`src/rtl/ps2_teclado_rx.sv`:
```
// ps2_teclado_rx - PS/2 keyboard receiver (device-to-host frames).
//
// Deserializes start/8 data (LSB first)/odd parity/stop frames from the raw
// PS/2 pins into scan codes on the Tecla bus.
//
// Optional feature macro: BREAK_FILTER_EN
//   When defined, an F0 (break) prefix is absorbed and the following byte is
//   presented with tecla_suelta=1. When undefined, every byte is output raw
//   and tecla_suelta is tied 0.
//
// Ports:
//   clk           in   system clock
//   reset         in   asynchronous active-high reset
//   ps2_clk       in   raw PS/2 clock pin (asynchronous)
//   ps2_data      in   raw PS/2 data pin (asynchronous)
//   tecla         out  [7:0] last accepted scan code, held until the next one
//   tecla_valida  out  one-cycle pulse when tecla is updated
//   tecla_suelta  out  release flag for the current tecla (feature only)
//   error_trama   out  one-cycle pulse on parity/start/stop/timeout error
//   ocupado       out  high while a frame is in progress
module ps2_teclado_rx #(
  parameter int FILTER_LEN     = 8,
  parameter int TIMEOUT_CYCLES = 50000,
  parameter int TO_W           = 16
) (
  input  logic       clk,
  input  logic       reset,
  input  logic       ps2_clk,
  input  logic       ps2_data,
  output logic [7:0] tecla,
  output logic       tecla_valida,
  output logic       tecla_suelta,
  output logic       error_trama,
  output logic       ocupado
);

  localparam int FW = $clog2(FILTER_LEN) + 1;
  localparam logic [FW-1:0]   F_LAST  = FW'(FILTER_LEN - 1);
  localparam logic [TO_W-1:0] TO_LAST = TO_W'(TIMEOUT_CYCLES - 1);

  typedef enum logic [1:0] {IDLE = 2'd0, DATA = 2'd1, PARITY = 2'd2, STOP = 2'd3} state_t;

  logic          clk_meta, clk_sync, data_meta, data_sync;
  logic          filt;
  logic [FW-1:0] fcnt;
  logic          fall;

  state_t        state;
  logic [2:0]    bit_cnt;
  logic [7:0]    shreg;
  logic          par_ok;
  logic [TO_W-1:0] to_cnt;

  // Two-stage synchronizers; idle PS/2 lines are high, so reset to 1.
  always_ff @(posedge clk or posedge reset) begin
    if (reset) begin
      clk_meta  <= 1'b1;
      clk_sync  <= 1'b1;
      data_meta <= 1'b1;
      data_sync <= 1'b1;
    end else begin
      clk_meta  <= ps2_clk;
      clk_sync  <= clk_meta;
      data_meta <= ps2_data;
      data_sync <= data_meta;
    end
  end

  // Stability filter: fcnt counts consecutive samples that disagree with
  // filt; the FILTER_LEN-th disagreeing sample flips the filtered level.
  always_ff @(posedge clk or posedge reset) begin
    if (reset) begin
      filt <= 1'b1;
      fcnt <= '0;
    end else if (clk_sync == filt) begin
      fcnt <= '0;
    end else if (fcnt == F_LAST) begin
      filt <= clk_sync;
      fcnt <= '0;
    end else begin
      fcnt <= fcnt + 1'b1;
    end
  end

  // Edge cycle: the cycle in which the filtered clock is about to go 1->0.
  assign fall = filt & ~clk_sync & (fcnt == F_LAST);

  assign ocupado = (state != IDLE);

`ifdef BREAK_FILTER_EN
  logic brk;
`else
  assign tecla_suelta = 1'b0;
`endif

  // Frame FSM with timeout and registered Tecla bus outputs.
  always_ff @(posedge clk or posedge reset) begin
    if (reset) begin
      state        <= IDLE;
      bit_cnt      <= 3'd0;
      shreg        <= 8'h00;
      par_ok       <= 1'b0;
      to_cnt       <= '0;
      tecla        <= 8'hFF;
      tecla_valida <= 1'b0;
      error_trama  <= 1'b0;
`ifdef BREAK_FILTER_EN
      tecla_suelta <= 1'b0;
      brk          <= 1'b0;
`endif
    end else begin
      tecla_valida <= 1'b0;
      error_trama  <= 1'b0;

      if (state == IDLE || fall) begin
        to_cnt <= '0;
      end else begin
        to_cnt <= to_cnt + 1'b1;
      end

      if (state != IDLE && !fall && to_cnt == TO_LAST) begin
        // Line went quiet mid-frame: drop the partial byte.
        state       <= IDLE;
        error_trama <= 1'b1;
      end else if (fall) begin
        case (state)
          IDLE: begin
            if (!data_sync) begin
              state   <= DATA;
              bit_cnt <= 3'd0;
            end
          end
          DATA: begin
            shreg   <= {data_sync, shreg[7:1]};
            bit_cnt <= bit_cnt + 3'd1;
            if (bit_cnt == 3'd7) begin
              state <= PARITY;
            end
          end
          PARITY: begin
            par_ok <= ^{shreg, data_sync};
            state  <= STOP;
          end
          STOP: begin
            state <= IDLE;
            if (data_sync && par_ok) begin
`ifdef BREAK_FILTER_EN
              if (shreg == 8'hF0) begin
                brk <= 1'b1;
              end else begin
                tecla        <= shreg;
                tecla_valida <= 1'b1;
                tecla_suelta <= brk;
                brk          <= 1'b0;
              end
`else
              tecla        <= shreg;
              tecla_valida <= 1'b1;
`endif
            end else begin
              error_trama <= 1'b1;
            end
          end
          default: state <= IDLE;
        endcase
      end
    end
  end

endmodule

```
`config.mk`:
```
export PLATFORM = sky130hd
export DESIGN_NAME = ps2_teclado_rx
export DESIGN_NICKNAME = d
export VERILOG_FILES = /design/src/rtl/ps2_teclado_rx.sv
export SDC_FILE = /design/constraint.sdc
export NUM_CORES = 1
export LEC_CHECK = 0
export CAP_MARGIN = 10
export CORE_ASPECT_RATIO = 1.5
export CORE_MARGIN = 5
export CORE_UTILIZATION = 52
export CTS_CLUSTER_SIZE = 20
export DETAILED_ROUTE_END_ITERATION = 16
export GPL_TIMING_DRIVEN = 1
export PLACE_DENSITY = 0.8
export SETUP_SLACK_MARGIN = 0.4
export SYNTH_ARGS = -nofsm -noshare
export SYNTH_HDL_FRONTEND = slang
export SYNTH_SLANG_ARGS = --single-unit
```
`constraint.sdc`:
```
create_clock -name clk -period 1.9 [get_ports clk]
set_input_delay 0.19 -clock clk [delete_from_list [all_inputs] [get_ports clk]]
set_output_delay 0.19 -clock clk [all_outputs]
set_load 0.02 [all_outputs]
```
## After elaboration in Yosys (flattened, before gate mapping)

Cells that the tools add are included.

- Register bits: 49
- Input port bits: 4
- Output and inout bits: 12
- Word-level logic and storage cells: 66

- Add/subtract/negate cells: 3
- Equality and inequality tests: 10
- Multiplexer cells: 18
- Bitwise gates (word level): 5
- Reductions and logical operators: 16

Operators by type and width:

| cell | number |
|---|---|
| 16-bit by 1-bit adder with 16-bit output (second input constant) | 1 |
| 16-bit == test (second input constant) | 1 |
| 16-bit two-way mux | 1 |
| 3-bit AND reduction | 3 |
| 9-bit parity | 1 |
| 1-bit two-way mux | 8 |
| 2-bit two-way mux | 4 |
| 4-bit two-way mux | 2 |
| 2-bit one-hot mux with 4 select lines | 1 |
| 4-bit AND reduction | 2 |
| 3-bit one-hot mux with 2 select lines | 1 |
| 2-bit nonzero test | 3 |
| 4-bit by 1-bit adder with 4-bit output (second input constant) | 1 |
| 2-bit == test (second input constant) | 2 |
| 4-bit by 3-bit == test with 1-bit output (second input constant) | 1 |
| 3-bit by 1-bit adder with 3-bit output (second input constant) | 1 |
| 3-bit == test (second input constant) | 1 |
| 1-bit logical AND | 3 |
| 3-bit two-way mux | 1 |
| 3-bit by 2-bit != test with 1-bit output (second input constant) | 1 |
| 3-bit != test (second input constant) | 1 |
| 1-bit NOT | 3 |
| 1-bit AND | 2 |
| 2-bit by 1-bit == test with 1-bit output (second input constant) | 1 |
| 6 further kinds | 6 |

## Depth between registers and ports, before layout

- Word-level depth: 8
- Gate-level depth with buffers: 7
- Gate-level depth less buffers: 6

## Least setup slack after synthesis

Ideal clock, no wire load.

- Kind: register to register
- From: reg clk_sync
- To: reg state[0]
- Library setup time: 0.128 ns
- Arrival: 1.652 ns
- Required time: 1.772 ns
- Slack: 0.121 ns
- Cell stages (with the launch flop): 8
- Buffers on the path: 1
- Period minus slack after synthesis: 1.779 ns
- Cells stage by stage: dfstp_2 -> inv_1 -> ha_1 -> and4b_1 -> or2_2 -> buf_2 -> and4bb_2 -> a211oi_1

- Cells in the longest elaborated chain, start to end: 8
- Elaborated cells between the ends (all ways): 11
- Classes of those cells: 2 x eq/ne; 1 x mux; 3 x bitwise; 5 x reduce/logical

RTL lines:

| element | line | RTL |
|---|---|---|
| start: declaration | 43 | `logic clk_meta, clk_sync, data_meta, data_sync;` |
| start signal: assignment | 63 | `clk_sync <= clk_meta;` |
| 1-bit NOT * | 86 | `assign fall = filt & ~clk_sync & (fcnt == F_LAST);` |
| 1-bit AND * (2 in a row) | 86 |  |
| 1-bit logical NOT | 121 | `if (state != IDLE && !fall && to_cnt == TO_LAST) begin` |
| 1-bit logical AND (2 in a row) | 121 |  |
| 3-bit != test (no line), or another cell as far along | -- |  |
| 3-bit AND reduction (no line) | -- |  |
| end signal: assignment | 123 | `state <= IDLE;` |
| end signal: assignment | 129 | `state <= DATA;` |
| end signal: assignment | 137 | `state <= PARITY;` |
| end: declaration | 48 | `state_t state;` |

Mark *: on every way between the ends. The rest lies on a longest branch, timed or not.
A chain may end at the register's enable or synchronous reset.

## Worst setup path in the final report

- From: reg clk_sync
- To: reg state[1]

The elaborated chain is that of the path after synthesis.

==> flow_metrics.env <==
export IMPL_syn_avg_cell_area_um2=11.6
export IMPL_hold_viol=0
export IMPL_nets=250
export IMPL_route_antenna_remaining_nets=0
export IMPL_io_buffer_count=14
export IMPL_pre_cts_ws_ps=191
export IMPL_cts_tree="done"
export IMPL_synthesis_area_um2=2300
export IMPL_drt_pass1_iter_count=4
export IMPL_gp_routability_congestion=0.812
export IMPL_path_class="reg2reg"
export IMPL_p_leak_nw=1.32
export IMPL_cp_start_kind="flip-flop"
export IMPL_antenna_found_initial=0
export IMPL_ys_flop_type="dfrtp_1"
export IMPL_dieHeight_um=91.5
export IMPL_synthArstFlopShare_pct=100
export IMPL_wirelength_mm=4.34
export IMPL_dieArea_um2=5880
export IMPL_report_final_setup_viol=0
export IMPL_period_minus_slack_ps=1710
export IMPL_core_area_um2=4250
export IMPL_syn2layout_area_growth_pct=24.6
export IMPL_htreeDepth=2
export IMPL_grt_pass1_wl_mm=6.91
export IMPL_io_pins=16
export IMPL_die_w_um=64.3
export IMPL_synth_net_count=213
export IMPL_status="completed"
export IMPL_ir_worst_vdd_mv=0.518
export IMPL_cp_data_required_time_ps=2100
export IMPL_worstHoldPathType="in2async"
export IMPL_stdcell_count=283
export IMPL_grt_max_degree=50
export IMPL_critPathArrivalTime_ps=1910
export IMPL_routed_via_density=5.51
export IMPL_finalMaxSlewViolations=0
export IMPL_clock_skew_ps=8.94
export IMPL_hpwl_mm=2.61
export IMPL_dpl_instance_area_um2=2540
export IMPL_power_density_nw_per_um2=641
export IMPL_routedWlPerCell_um=15.3
export IMPL_ys_types=41
export IMPL_clkTransAtPathRegs_ps=90
export IMPL_stdcell_area_um2=2870
export IMPL_ys_seq_area_share_pct=54.0
export IMPL_yosysWarnings=0
export IMPL_grt_ovfl_total=0
export IMPL_final_common_cell="dfrtp_1"
export IMPL_drc=0
export IMPL_first_global_vias=1540
export IMPL_drive_gt1_share_pct=36.3
export IMPL_start_util_pct=54.2
export IMPL_min_period_over_period_pct=89.9
export IMPL_cts_sinks=49
export IMPL_root_buffer="clkbuf_8"
export IMPL_end_kind="flip-flop"
export IMPL_vias=1558
export IMPL_crit_fanout=4
export IMPL_drtIter0Drc=66
export IMPL_ys_seq_elements=49
export IMPL_grt_use_total_pct=14.7
export IMPL_clockBufferDepth=2
export IMPL_layout_common_cells="34 x dfrtp_1, 20 x buf_4, 16 x nor2_1"
export IMPL_cts_hold_fix_buffers=0
export IMPL_clk_latency_ps=310
export IMPL_tns_ps=0
export IMPL_fillers=331
export IMPL_num_antenna_cells=0
export IMPL_placedCellCount=258
export IMPL_max_freq_ghz=0.586
export IMPL_syn_inst=199
export IMPL_maxCapViolations=0
export IMPL_finalPower_w=0.00184
export IMPL_synth_edf_count=0
export IMPL_std_cell_rows=29
export IMPL_setup_ws_ps=192
export IMPL_numCtsBuffers=5
export IMPL_rsz0062_at_grt="yes"
==> area by class of cell <==
| cell class | count | area (um2) | area share [%] |
|---|---|---|---|
| clock buffer | 5 | 68.8 | 2.40 |
| clock inverter | 3 | 21.3 | 0.742 |
| tap | 46 | 57.6 | 2.01 |
| multi-input combinational | 131 | 1130 | 39.3 |
| sequential | 49 | 1240 | 43.4 |
| timing repair buffer | 35 | 295 | 10.3 |
| inverter | 14 | 52.6 | 1.83 |
==> routing by layer <==
metal	vias to the layer above	share of wire, %	GRT usage [%]
met5	-	0	0
met1	776	40	16.7
li1	757	-	-
met3	6	3.2	3.70
met4	0	1.7	6.45
met2	19	55	25.6
==> cell usage after synthesis (all sizes together) (5+ instances only) <==
cell type	number	share of area [%]
xnor2	14	5.3
inv	14	2.3
ha	10	5.4
mux2	16	7.8
nand4	6	1.9
nand2	9	1.5
nor2	18	2.9
dfstp	13	15
nor3	7	1.5
dfrtp	36	39
xor2	5	1.9
nand3	10	2.6
==> flip-flops by register name, indices dropped and copies added (netlist names), 2 cells and up <==
signal,count
state,2
fcnt,4
bit_cnt,3
to_cnt,16
tecla,8
shreg,8
==> metrics by stage <==
stage                     hold WS (ps)  util, %
after floorplan                    194        -
after global routing               246     67.6
after detailed placement           347     59.8
after CTS                          234     64.4
final                              221     67.6
after global placement             346     59.8
==> report_power, final <==
part           total, W  switching, W  internal (W)
Clock          0.000625      0.000364      0.000262
Combinational  0.000110     0.0000580     0.0000524
Sequential      0.00110     0.0000248       0.00108
Total           0.00184      0.000446       0.00139
==> worst max-delay path, stage by stage, from the launching register on <==
cell and delay (ps):
dfstp_2 530, inv_2 40, ha_4 140, and4b_2 260
or2_4 240, and4bb_2 340, nor2_1 60
==> logic make-up after synthesis <==
group           count (synthesis)  share of synthesized area [%]
xor+xnor                       20                           8.21
simple gates                   65                           15.3
compound gates                 16                           4.68
flops                          49                           54.0
other cells                     1                          0.163
buf+inv                        20                           3.53
fa+ha+maj                      10                           5.44
mux                            18                           8.70
==> final timing paths <==
kind / from / endpoint / slack (ps) / cells past startpoint
max: clk_sync / state[1] / 190 / 6
min: reset / state[0] / 220 / 3
max reg2reg: clk_sync / state[1] / 190 / 6
min reg2reg: clk_meta / clk_sync / 360 / 0
max in group asynchronous: reset / data_sync / 1390 / 3
min in group clk: ps2_data / data_meta / 280 / 1
==> what timing repair did <==
action / CTS / global route
cloned: 1 / 0
pin swaps: 6 / 2
endpoints found under the setup margin: 48 / 39
resized for setup: 24 / 13
buffers inserted: 4 / 12
No activity file was read; power rests on OpenSTA's default activity.
